### src/rtl/bin2bcd_arb_seq.sv
// Two-requester 8-bit binary to 3-digit BCD converter sharing one sequential double-dabble engine.
// Define BIN2BCD_ARB_RR_EN for round-robin arbitration; otherwise requester 0 has fixed priority.
module bin2bcd_arb_seq (
  input  logic       clk,
  input  logic       rst,
  input  logic       req0_valid,
  input  logic [7:0] req0_data,
  output logic       req0_ready,
  input  logic       req1_valid,
  input  logic [7:0] req1_data,
  output logic       req1_ready,
  output logic       out_valid,
  input  logic       out_ready,
  output logic       out_id,
  output logic [3:0] out_hundreds,
  output logic [3:0] out_tens,
  output logic [3:0] out_ones,
  output logic       busy
);

  typedef enum logic [1:0] {
    IDLE  = 2'd0,
    SHIFT = 2'd1,
    DONE  = 2'd2
  } state_e;

  state_e      state_q, state_d;
  logic [19:0] acc_q, acc_d;
  logic [2:0]  cnt_q, cnt_d;
  logic        id_q, id_d;
  logic        prio0;
  logic        grant0, grant1;
  logic [19:0] adj;

`ifdef BIN2BCD_ARB_RR_EN
  logic last_q, last_d;

  // Requester 0 wins a tie only when requester 1 was served by the last accept.
  assign prio0 = last_q;
`else
  assign prio0 = 1'b1;
`endif

  function automatic logic [3:0] dab_adjust(input logic [3:0] nib);
    return (nib > 4'd4) ? nib + 4'd3 : nib;
  endfunction

  assign grant0 = req0_valid && (!req1_valid || prio0);
  assign grant1 = req1_valid && !grant0;

  assign adj = {dab_adjust(acc_q[19:16]), dab_adjust(acc_q[15:12]),
                dab_adjust(acc_q[11:8]), acc_q[7:0]};

  // NOTE: every signal driven here gets a default first so no latch can be inferred.
  always_comb begin
    state_d = state_q;
    acc_d   = acc_q;
    cnt_d   = cnt_q;
    id_d    = id_q;
`ifdef BIN2BCD_ARB_RR_EN
    last_d  = last_q;
`endif
    case (state_q)
      IDLE: begin
        if (grant0 || grant1) begin
          acc_d   = {12'b0, grant1 ? req1_data : req0_data};
          cnt_d   = 3'd0;
          id_d    = grant1;
          state_d = SHIFT;
`ifdef BIN2BCD_ARB_RR_EN
          last_d  = grant1;
`endif
        end
      end
      SHIFT: begin
        acc_d = adj << 1;
        cnt_d = cnt_q + 3'd1;
        if (cnt_q == 3'd7) state_d = DONE;
      end
      DONE: begin
        if (out_ready) state_d = IDLE;
      end
      default: state_d = IDLE;
    endcase
  end

  // NOTE: sequential state uses non-blocking assignments so all registers update together.
  always_ff @(posedge clk) begin
    if (rst) begin
      state_q <= IDLE;
      acc_q   <= 20'd0;
      cnt_q   <= 3'd0;
      id_q    <= 1'b0;
`ifdef BIN2BCD_ARB_RR_EN
      last_q  <= 1'b1;
`endif
    end else begin
      state_q <= state_d;
      acc_q   <= acc_d;
      cnt_q   <= cnt_d;
      id_q    <= id_d;
`ifdef BIN2BCD_ARB_RR_EN
      last_q  <= last_d;
`endif
    end
  end

  // Ready is gated with rst so no handshake is seen while reset is held.
  assign req0_ready   = (state_q == IDLE) && grant0 && !rst;
  assign req1_ready   = (state_q == IDLE) && grant1 && !rst;
  assign out_valid    = (state_q == DONE);
  assign busy         = (state_q != IDLE);
  assign out_id       = id_q;
  assign out_hundreds = acc_q[19:16];
  assign out_tens     = acc_q[15:12];
  assign out_ones     = acc_q[11:8];

endmodule

### config.mk
export PLATFORM = sky130hd
export DESIGN_NAME = bin2bcd_arb_seq
export DESIGN_NICKNAME = d
export VERILOG_FILES = /design/src/rtl/bin2bcd_arb_seq.sv
export SDC_FILE = /design/constraint.sdc
export NUM_CORES = 1
export LEC_CHECK = 0
export ABC_CLOCK_PERIOD_IN_PS = 1200
export BUFFER_PORTS_ARGS = -buffer_cell sky130_fd_sc_hd__buf_2
export CORE_MARGIN = 8
export CORE_UTILIZATION = 48
export DETAILED_ROUTE_END_ITERATION = 10
export GPL_TIMING_DRIVEN = 0
export PLACE_DENSITY_LB_ADDON = 0.2
export SYNTH_ARGS = -nofsm -noshare
export SYNTH_HDL_FRONTEND = slang
export SYNTH_SLANG_ARGS = --single-unit
### constraint.sdc
create_clock -name clk -period 1.2 [get_ports clk]
set_input_delay 0.18 -clock clk [delete_from_list [all_inputs] [get_ports clk]]
set_output_delay 0.18 -clock clk [all_outputs]
set_load 0.02 [all_outputs]
==> flow_summary.json <==
{
  "clock_sinks": 26,
  "syn_avg_cell_area_um2": 8.625,
  "core-area_mm2": 0.003284,
  "p_sw_share_pct": 23.93,
  "design.die.area_mm2": 0.005471,
  "powerDensity_mw_per_mm2": 838.6,
  "cts_inserted_buffers": 3,
  "first_pass_iters": 4,
  "syn_nets": 213,
  "internal-power_mw": 1.358,
  "post-route-drc-count": 0,
  "critPathMaxFanout": 4,
  "wl_met1_mm": 1.809,
  "place_area_mm2": 0.001896,
  "hold_buffers": 0,
  "clk_path_buf_depth": 2,
  "multi_input_area_um2": 953.4,
  "rsz0062_at_grt": "yes",
  "status": "finished, violations left",
  "ys_types": 35,
  "critPathKind": "reg2out",
  "finalCritPeriodShare_pct": 130.3,
  "grt_max_degree": 16,
  "post-place-ws_ps": -323.2,
  "fin_crit_ps": 1564,
  "clk_pin_slew_ps": 150,
  "critPathMostFrequentCell": "buf_6",
  "wl_per_cell_um": 13.95,
  "wl_met3_um": 261,
  "worstMarginPinSlew_ps": 585.5,
  "postLayoutCoreUtil_pct": 64.80,
  "ys.warnings.count": 0,
  "synthTopCellsByArea": "dfxtp_1 (32%), buf_4 (5.6%), a21oi_1 (4.7%), and3b_1 (4.3%), o32ai_1 (4.3%)",
  "path_cells": "buf_6 -> nor4b_4 -> nor2b_4 -> buf_6",
  "grt_pass1_wl_mm": 6.375,
  "areaGrowthSynthToFinish_pct": 31.96,
  "synth_edf_count": 0,
  "netlist_area_mm2": 0.001613,
  "grt_pass1_vias": 1418,
  "nFillCells": 286,
  "setup-violations-final": 28,
  "cts.root.buffer_cell": "clkbuf_4",
  "synth_area_leader_cell": "dfxtp_1",
  "diodes": 0,
  "ys_ff_latch": 26,
  "grt_overflow": 0,
  "finalHoldViolations": 0,
  "p_leak_nw": 0.8889,
  "stdcell_count": 281,
  "clkPwrFrac_pct": 33.9,
  "required_ps": 1020,
  "die-height_um": 73.97,
  "crit_slowest_cell": "dfxtp_2",
  "yosysTopAreaCellShare_pct": 32.27,
  "p_sw_mw": 0.4270,
  "async_flop_share_pct": 0,
  "slowest_delay_ps": 350,
  "seq_area_frac_synth_pct": 32.27,
  "path_buf_inv": 2,
  "io_buffers": 37,
  "synth_cells": 187,
  "ant_nets": 0,
  "start_kind": "flop",
  "wl_met2_mm": 1.812,
  "tritoncts": "done",
  "synth_top_flop_cell": "dfxtp_1",
  "dp.cells": 270,
  "final_area_mm2": 0.002128,
  "design.portCount": 38,
  "track_usage_pct": 14.26,
  "total_power_mw": 1.785,
  "via_per_inst": 5.377,
  "maxUsedRoutingLayer": "met4",
  "seqPwrFrac_pct": 50.3,
  "drive_above_1_share_pct": 42.13,
  "fin_ws_ps": -363.8,
  "arrival_ps": 1380,
  "worstSetupEndpointType": "output pin",
  "relSlewSlack_pct": 60.97,
  "fin_setup_tns_ps": -3732,
  "clock_latency_ps": 320,
  "drtIter0Drc": 66,
  "die_w_um": 73.97,
  "clock.fmax_mhz": 639.5,
  "wirelength_mm": 3.919,
  "rows": 21,
  "start_util_pct": 49.10,
  "fin_skew_ps": 6.152,
  "whs_ps": 123.5,
  "antenna_found_initial": 0,
  "peakVddDrop_mv": 0.5750,
  "regArea_um2": 545.5,
  "via_count": 1511,
  "h-tree-depth": 1,
  "hp-class": "in2reg",
  "drv_slew": 0,
  "violations": "setup timing",
  "hpwl_mm": 2.661,
  "max_cap_violations": 0,
  "fin_nets": 262,
  "gp_congestion": 0.7692,
  "cpLargestDelayFamily": "simple AND/OR/NAND/NOR gates",
  "pwr-share-comb_pct": 15.8
}
-- final timing paths --
kind                start    endpoint  slack (ps)  cells past startpoint
max            state_q[0]  req1_ready        -360                      4
min reg2reg      cnt_q[2]    cnt_q[2]         490                      2
min          req1_data[5]    acc_q[5]         120                      3
max reg2reg    state_q[0]   acc_q[13]        -170                      5
-- cells in the final DEF, fill, tap and decap left out, types with 4 or more instances in the layout --
master / count
buf_2: 35
buf_4: 19
dfxtp_1: 16
a21oi_1: 15
inv_1: 13
buf_6: 10
and3b_1: 8
o32ai_1: 7
nand3b_1: 7
or3b_1: 7
a21o_1: 7
o21ai_0: 7
nand3_1: 6
a221oi_1: 5
dfxtp_4: 5
dfxtp_2: 5
and3_1: 4
clkbuf_4: 4
o21ai_1: 4
nor2_1: 4
-- cell families (layout without fill, tap and decap cells) --
logic type / Yosys count / in the layout / synth area share, %
AOI/OAI and AO/OA: 59 / 59 / 24.67
and+or+nand+nor: 57 / 57 / 24.67
buffers and inverters: 38 / 86 / 13.42
DFF: 26 / 26 / 32.27
adders and majority gates: 5 / 5 / 3.879
xor gates and xnor gates: 2 / 2 / 1.086
-- power groups by stage --
stage / Sequential, mW / Combinational, mW / Clock, mW
finish: 0.898 / 0.281 / 0.605
detailed placement: 0.926 / 0.237 / 0
floorplan: 0.924 / 0.159 / 0
CTS: 0.906 / 0.265 / 0.615
global placement: 0.925 / 0.235 / 0
global route: 0.901 / 0.306 / 0.646
-- worst reg2reg max path: cells and delay by family (launching register included) --
kind            cells  cell delay [ps]
simple gates        1              290
buf+inv             2              290
flops               1              350
compound gates      2              360
-- what timing repair did --
| action | in CTS | in global routing |
|---|---|---|
| buffers inserted | 6 | 4 |
| endpoints found under the hold margin | 0 | 0 |
| endpoints found under the setup margin | 33 | 35 |
| pin swaps | 5 | 3 |
| resized for setup | 33 | 13 |
-- sequential cells by signal (all words and copies together), names as in the netlist --
| name | flops |
|---|---|
| out_id | 1 |
| acc_q | 20 |
| cnt_q | 3 |
| state_q | 2 |
-- cell usage after synthesis, types with 4 or more instances --
cell type and n:
dfxtp_1 26, buf_4 12, inv_1 13, and3_1 4, buf_2 5, nor2_1 6
o21ai_0 11, a21oi_1 15, clkbuf_1 5, a221oi_1 7, o32ai_1 8, nand3_1 6
ha_1 5, nand3b_1 7, nand2b_1 4, or3b_1 7, a21o_1 7, nand2_1 4
and3b_1 8
-- cell type report --
cell class / instances / share of cell area [%]
multi-input combinational: 123 / 44.80
sequential: 26 / 25.63
timing repair buffer: 46 / 13.40
buffer: 23 / 8.701
tap: 46 / 2.704
inverter: 13 / 2.293
clock inverter: 1 / 1.411
clock buffer: 3 / 1.058
-- metal layers --
metal	vias up	GRT usage (%)
met5	-	0
met4	0	3.991
met3	4	3.235
met2	42	22.85
met1	700	18.56
li1	765	-
No activity file was read; power rests on OpenSTA's default activity.
